<file path="config.mk">
export PLATFORM = sky130hd
export DESIGN_NAME = debug_dump_tx
export DESIGN_NICKNAME = d
export VERILOG_FILES = /design/src/rtl/dbg_pkg.sv /design/src/rtl/debug_dump_tx.sv
export SDC_FILE = /design/constraint.sdc
export NUM_CORES = 1
export LEC_CHECK = 0
export ABC_AREA = 1
export ABC_CLOCK_PERIOD_IN_PS = 5100
export BUFFER_PORTS_ARGS = -buffer_cell sky130_fd_sc_hd__buf_2
export CAP_MARGIN = 20
export CELL_PAD_IN_SITES_DETAIL_PLACEMENT = 2
export CELL_PAD_IN_SITES_GLOBAL_PLACEMENT = 2
export CORE_MARGIN = 8
export CORE_UTILIZATION = 32
export CTS_BUF_LIST = sky130_fd_sc_hd__clkbuf_16
export DETAILED_ROUTE_END_ITERATION = 10
export GPL_ROUTABILITY_DRIVEN = 0
export GPL_TIMING_DRIVEN = 0
export HOLD_SLACK_MARGIN = 0.08
export PLACE_DENSITY_LB_ADDON = 0.1
export SLEW_MARGIN = 25
export SYNTH_ARGS = -nofsm -noshare
export SYNTH_HDL_FRONTEND = slang
export SYNTH_SLANG_ARGS = --single-unit
</file>
<file path="constraint.sdc">
create_clock -name clk -period 5.1 [get_ports clk]
set_clock_uncertainty 0.1 [all_clocks]
set_input_delay 0.51 -clock clk [delete_from_list [all_inputs] [get_ports clk]]
set_output_delay 0.51 -clock clk [all_outputs]
set_load 0.005 [all_outputs]
</file>
<file path="src/rtl/dbg_pkg.sv">
// dbg_pkg: shared state encoding and framing constants for debug_dump_tx.
package dbg_pkg;
    typedef enum logic [2:0] {IDLE, HDR, LEN, DATA, CSUM} dbg_tx_state_e;
    localparam logic [7:0] DBG_HDR    = 8'hA5;
    localparam int         DBG_BYTE_W = 8;
endpackage

</file>
<file path="src/rtl/debug_dump_tx.sv">
// debug_dump_tx: snapshots debug words on trigger and streams them as a framed byte packet.
// DBG_CHECKSUM_EN appends an XOR checksum byte over LEN and data bytes.
module debug_dump_tx
    import dbg_pkg::*;
#(
    parameter int NUM_WORDS = 3,
    parameter int WORD_W    = 32
) (
    input  logic                                clk,
    input  logic                                rst,
    input  logic                                trig_i,
    input  logic [NUM_WORDS-1:0][WORD_W-1:0]    dbg_words_i,
    output logic                                busy_o,
    output logic                                tx_vld_o,
    output logic [7:0]                          tx_data_o,
    output logic                                tx_last_o,
    input  logic                                tx_rdy_i,
    output logic [7:0]                          drop_cnt_o
);
    localparam logic [7:0] LEN_B = 8'(NUM_WORDS * WORD_W / DBG_BYTE_W);
`ifdef DBG_CHECKSUM_EN
    localparam logic DATA_LAST = 1'b0;
`else
    localparam logic DATA_LAST = 1'b1;
`endif

    dbg_tx_state_e                   state_q, state_d;
    logic [7:0]                      idx_q, idx_d;
    logic [NUM_WORDS*WORD_W-1:0]     snap_q, snap_d;
    logic                            vld_q, vld_d;
    logic [7:0]                      data_q, data_d;
    logic                            last_q, last_d;
    logic [7:0]                      drop_q, drop_d;
    logic                            hs;
`ifdef DBG_CHECKSUM_EN
    logic [7:0]                      csum_q, csum_d;
`endif

    assign hs = vld_q & tx_rdy_i;

    always_comb begin
        state_d = state_q;
        idx_d   = idx_q;
        snap_d  = snap_q;
        vld_d   = vld_q;
        data_d  = data_q;
        last_d  = last_q;
        drop_d  = (state_q != IDLE && trig_i && drop_q != 8'hFF) ? drop_q + 8'd1 : drop_q;
`ifdef DBG_CHECKSUM_EN
        // The byte on the bus is folded in as it is accepted, so csum_q ^ data_q is the full sum.
        csum_d  = (state_q == IDLE) ? 8'h00 :
                  (hs && (state_q == LEN || state_q == DATA)) ? csum_q ^ data_q : csum_q;
`endif
        case (state_q)
            IDLE: if (trig_i) begin
                state_d = HDR;
                snap_d  = dbg_words_i;
                vld_d   = 1'b1;
                data_d  = DBG_HDR;
                last_d  = 1'b0;
                idx_d   = 8'd0;
            end
            HDR: if (hs) begin
                state_d = LEN;
                data_d  = LEN_B;
            end
            LEN: if (hs) begin
                state_d = DATA;
                idx_d   = 8'd0;
                data_d  = snap_q[DBG_BYTE_W-1:0];
                last_d  = DATA_LAST & (LEN_B == 8'd1);
            end
            DATA: if (hs) begin
                if (idx_q == LEN_B - 8'd1) begin
`ifdef DBG_CHECKSUM_EN
                    state_d = CSUM;
                    data_d  = csum_q ^ data_q;
                    last_d  = 1'b1;
`else
                    state_d = IDLE;
                    vld_d   = 1'b0;
                    data_d  = 8'h00;
                    last_d  = 1'b0;
`endif
                end else begin
                    idx_d  = idx_q + 8'd1;
                    data_d = snap_q[DBG_BYTE_W*int'(idx_d) +: DBG_BYTE_W];
                    last_d = DATA_LAST & (idx_d == LEN_B - 8'd1);
                end
            end
`ifdef DBG_CHECKSUM_EN
            CSUM: if (hs) begin
                state_d = IDLE;
                vld_d   = 1'b0;
                data_d  = 8'h00;
                last_d  = 1'b0;
            end
`endif
            default: state_d = IDLE;
        endcase
    end

    always_ff @(posedge clk) begin
        if (rst) begin
            state_q <= IDLE;
            idx_q   <= '0;
            snap_q  <= '0;
            vld_q   <= 1'b0;
            data_q  <= '0;
            last_q  <= 1'b0;
            drop_q  <= '0;
`ifdef DBG_CHECKSUM_EN
            csum_q  <= '0;
`endif
        end else begin
            state_q <= state_d;
            idx_q   <= idx_d;
            snap_q  <= snap_d;
            vld_q   <= vld_d;
            data_q  <= data_d;
            last_q  <= last_d;
            drop_q  <= drop_d;
`ifdef DBG_CHECKSUM_EN
            csum_q  <= csum_d;
`endif
        end
    end

    assign busy_o     = (state_q != IDLE);
    assign tx_vld_o   = vld_q;
    assign tx_data_o  = data_q;
    assign tx_last_o  = last_q;
    assign drop_cnt_o = drop_q;
endmodule
</file>
After elaboration in Yosys (flattened, before gate mapping)
Cells that the tools add are included.
{"block": "totals", "register_bits": 125, "inputBits": 100, "output_inout_bits": 19, "wordCells": 62}
{"block": "op_classes", "addsub": 2, "n_eq_ne": 12, "shift": 1, "muxes": 26, "n_bitwise": 1, "n_reduce_logical": 13}
{"operator": "$shiftx 96x12->8", "count": 1}
{"operator": "$mux 8", "count": 9}
{"operator": "$pmux 8 s4", "count": 1}
{"operator": "$pmux 8 s3", "count": 1}
{"operator": "$add 8x1->8 const B", "count": 2}
{"operator": "$eq 8x4->1 const B", "count": 2}
{"operator": "$mux 3", "count": 5}
{"operator": "$reduce_and 5->1", "count": 3}
{"operator": "$ne 2x2->1 const B", "count": 6}
{"operator": "$pmux 3 s4", "count": 1}
{"operator": "$ne 8x8->1 const B", "count": 1}
{"operator": "$reduce_and 4->1", "count": 2}
{"operator": "$mux 1", "count": 7}
{"operator": "$eq 3x2->1 const B", "count": 2}
{"operator": "$reduce_bool 3->1", "count": 2}
{"operator": "$reduce_bool 4->1", "count": 1}
{"operator": "$eq 3x1->1 const B", "count": 1}
{"operator": "$logic_not 3->1", "count": 1}
{"operator": "$pmux 1 s3", "count": 1}
{"operator": "$logic_and 1x1->1", "count": 2}
{"operator": "$pmux 1 s2", "count": 1}
{"operator": "$reduce_and 2->1", "count": 1}
{"operator": "$reduce_bool 2->1", "count": 1}
{"operator": "$and 1x1->1", "count": 1}

Longest topological paths before layout
{"block": "logic_depth", "word_depth": 5, "ltp_mapped": 16, "mapped_depth_nobuf": 11}

Worst setup path after synthesis
Ideal clock, no wire load.
{"block": "synth_timing", "path_kind": "reg2reg", "from": "register idx_q[0]", "to": "register data_q[0], in the netlist tx_data_o[0]", "setup_ps": 70, "arrival_ps": 1983, "t_required_ps": 4930, "setup_slack_ps": 2947, "stages_incl_launch_ff": 15, "path_buffers": 5, "synth_period_minus_slack_ps": 2153, "path_cell_list": "dfxtp_1 -> buf_4 -> inv_2 -> buf_6 -> buf_4 -> ha_1 -> buf_4 -> inv_1 -> buf_2 -> o21ai_0 -> o211ai_1 -> nand3_1 -> nand2_1 -> nand2_1 -> a21oi_1"}
{"block": "synth_between", "elab_chain_cells": 5, "word_cells_on_any_way": 6, "cone_classes": "1 x add/sub; 1 x eq/ne; 1 x shift; 3 x mux"}
{"element": "start, declared", "line_no": "debug_dump_tx.sv:28", "source": "logic [7:0] idx_q, idx_d;"}
{"element": "start signal, assigned", "line_no": "debug_dump_tx.sv:117", "source": "idx_q <= idx_d;"}
{"element": "$add 8x1->8", "line_no": "debug_dump_tx.sv:86", "source": "idx_d = idx_q + 8'd1;"}
{"element": "$shiftx 96x12->8", "line_no": "debug_dump_tx.sv:87", "source": "data_d = snap_q[DBG_BYTE_W*int'(idx_d) +: DBG_BYTE_W];"}
{"element": "$mux 8 (*)", "line_no": "debug_dump_tx.sv:74", "source": "if (idx_q == LEN_B - 8'd1) begin"}
{"element": "$mux 8 (*)", "line_no": "debug_dump_tx.sv:73", "source": "DATA: if (hs) begin"}
{"element": "$pmux 8 s4 (*)", "line_no": "debug_dump_tx.sv:54", "source": "case (state_q)"}
{"element": "end signal, assigned", "line_no": "debug_dump_tx.sv:120", "source": "data_q <= data_d;"}
{"element": "end, declared", "line_no": "debug_dump_tx.sv:31", "source": "logic [7:0] data_q, data_d;"}
Every way passes the cells marked *; elsewhere a longest branch is shown, timed or not. The select of a mux whose other input is x is not followed.
A chain may end at the register's enable or synchronous reset.

Worst setup path in the final report
{"block": "layout_timing", "from": "register idx_q[0]", "to": "register data_q[6], in the netlist tx_data_o[6]"}
The elaborated chain is that of the path after synthesis.

==> reports/metrics.yaml <==
status: "completed"
ys_warn_count: 0
synth_ff_type: "dfxtp_1"
ys_ff_latch: 124
die-area_um2: 22400
drtIter0Drc: 265
ant_nets: 0
ir_drop_uv: 272
maxCapViolations: 0
power_density_nw_per_um2: 524
setup_viol: 0
core_um2: 17800
timing.hold.ws_ps: 246
critPathLaunchType: "flop"
holdBufCountCts: 0
synth_area_leader_cell: "dfxtp_1"
ys_seq_area_share_pct: 43.4
cts.sinks: 124
grt_overflow: 0
wl_um: 23600
firstDrtPassIters: 4
synth.area.top_cells: "dfxtp_1 43%, o21ai_0 12%, nor2_1 8.3%"
hp-start: "dbg_words_i[89]"
clock_latency_ps: 430
hold_class: "input pin to flop"
avgRoutedWirePerCell_um: 19.7
worstMarginPinSlew_ps: 817
cp_slowest_cell: "dfxtp_1"
required_ps: 5360
synth_edf_count: 0
cp_slowest_stage_delay_ps: 370
syn-num-nets: 926
h-tree-depth: 4
crit_fanout: 10
critPathKind: "flop to flop"
syn_area_um2: 5730
cp.arrival_ps: 3190
dp.cells: 1166
min_period_ps: 2930
clk_pin_slew_ps: 60
p_leak_nw: 3.18
drive_gt1_share_pct: 18.7
vias_per_cell: 5.09
die_w_um: 150
cp_common_cell: "nand2_1"
initial_core_util_pct: 32.2
hold_viol: 0
startpoint: "idx_q[0]"
cts_buffer_depth: 2
finalSetupTns_ps: 0
synthArstFlopShare_pct: 0
rr_startpoint: "idx_q[0]"
vias: 6099
min_period_over_period_pct: 57.5
portBuffers: 118
synth_cell_types: 30
post_layout_nonfiller_instances: 1198
rows: 49
report.final.slew_viol_count: 0
n_antenna_cell: 0
timing.fmax_mhz: 341
io_pins: 119
grt_max_degree: 17
grt_pass1_wl_um: 37400
chipHeight_um: 150
grt.total_usage_pct: 21.6
endpoint_kind: "flop"
cts_post_setup_buffers_inserted: 0
cts_root_buf: "clkbuf_16"
crit_chain: "buf_4, inv_2, buf_6, buf_4, ha_1, buf_4, buf_2, o21ai_0, o21ai_0, nand2_1, nand2_1, nand2_1, nand2_1, nand2_1, a21oi_2"
antenna_found_initial: 0
syn_to_final_growth_pct: 27.1
grt_pass1_vias: 6996
post_cts_resized: 0
avgSynthCellArea_um2: 6.99
slew_headroom_pct: 45.1
rsz0062_at_grt: "no"
drc: 0
cts_made_buffers: 17
fin_nets: 1063
cts_tree: "built"
dp_hpwl_um: 17700
synth_cells: 819
yosys.area.top_type_share_pct: 43.4
==> critical path, delay by kind of cell (launching register included) <==
family	cells	cell delay, ps
AND/OR/NAND/NOR	5	520
AO/OA/AOI/OAI	3	520
adder cells (fa/ha/maj)	1	290
flip-flops	1	370
buffers and inverters	6	1040
==> logic make-up (layout without fill, tap and decap cells) <==
family / Yosys count / after routing / synth area share (%)
and+or+nand+nor: 310 / 310 / 22.5
AOI/OAI and AO/OA: 245 / 245 / 22.2
buffers and inverters: 128 / 278 / 9.33
DFF: 124 / 124 / 43.4
adders and majority gates: 7 / 7 / 1.53
xor gates and xnor gates: 5 / 5 / 1.09
==> synth_stat cells, types with 3 or more instances <==
master	instances
o211ai_1	4
inv_1	74
buf_2	10
buf_6	4
nand2_1	117
a21oi_2	5
dfxtp_1	124
xor2_1	3
a21oi_1	84
o21ai_1	9
buf_4	3
nor3_1	6
clkbuf_1	32
o21ai_0	140
buf_1	3
nor2_1	127
nand3_1	52
ha_1	7
==> metrics by stage <==
stage | power, mW | cell area [um^2] | utilization (%) | setup slack, ps
after floorplan | 2.00 | 5730 | - | 2950
after global routing | 4.04 | 7270 | 40.9 | 1960
final | 3.81 | 7270 | 40.9 | 2170
after CTS | 3.85 | 7270 | 40.9 | 2130
after detailed placement | 2.42 | 6600 | 37.1 | 2190
after global placement | 2.35 | 6600 | 37.1 | 2340
==> path summary, 6_finish.rpt <==
kind	endpoint	slack [ps]	cells after the start
setup / recovery	tx_data_o[6]	2170	15
setup reg to reg	tx_data_o[6]	2170	15
hold reg to reg	snap_q[38]	360	2
hold / removal	snap_q[89]	250	3
==> layout make-up <==
class                           instances  area (um^2)
Inverter                               76          285
Clock buffer                           17          425
Sequential cell                       124         2480
Clock inverter                         15          246
Timing Repair Buffer                  118          591
Tap cell                              229          287
Fill cell                            2150        10500
Buffer                                 52          249
Multi-Input combinational cell        567         2710
==> state kept, by name (all words and copies together), names as in the netlist <==
name        count
drop_cnt_o      8
idx_q           8
snap_q         96
state_q         2
tx_data_o       8
tx_last_o       1
tx_vld_o        1
==> layout by cell type (no fill, tap or decap), drive strengths merged, types with 7 or more instances in the layout <==
| cell | instances |
|---|---|
| dfxtp | 124 |
| nor2 | 129 |
| nand3 | 53 |
| a21oi | 89 |
| nand2 | 119 |
| clkbuf | 49 |
| ha | 7 |
| o21ai | 150 |
| buf | 138 |
| inv | 76 |
==> report_power, final <==
part           switching, mW  total [mW]  internal, mW
Clock                  0.482        1.40         0.916
Sequential             0.119        1.33          1.21
Combinational          0.740        1.09         0.348
==> metal layers <==
metal | vias up | part of all wire [%] | track usage [%]
met2 | 136 | 51 | 38.3
met1 | 2970 | 42 | 24.6
met4 | 0 | 2.5 | 9.05
met3 | 41 | 4.4 | 4.81
li1 | 2952 | - | -
met5 | - | 0 | 0
No activity file was read; power rests on OpenSTA's default activity.
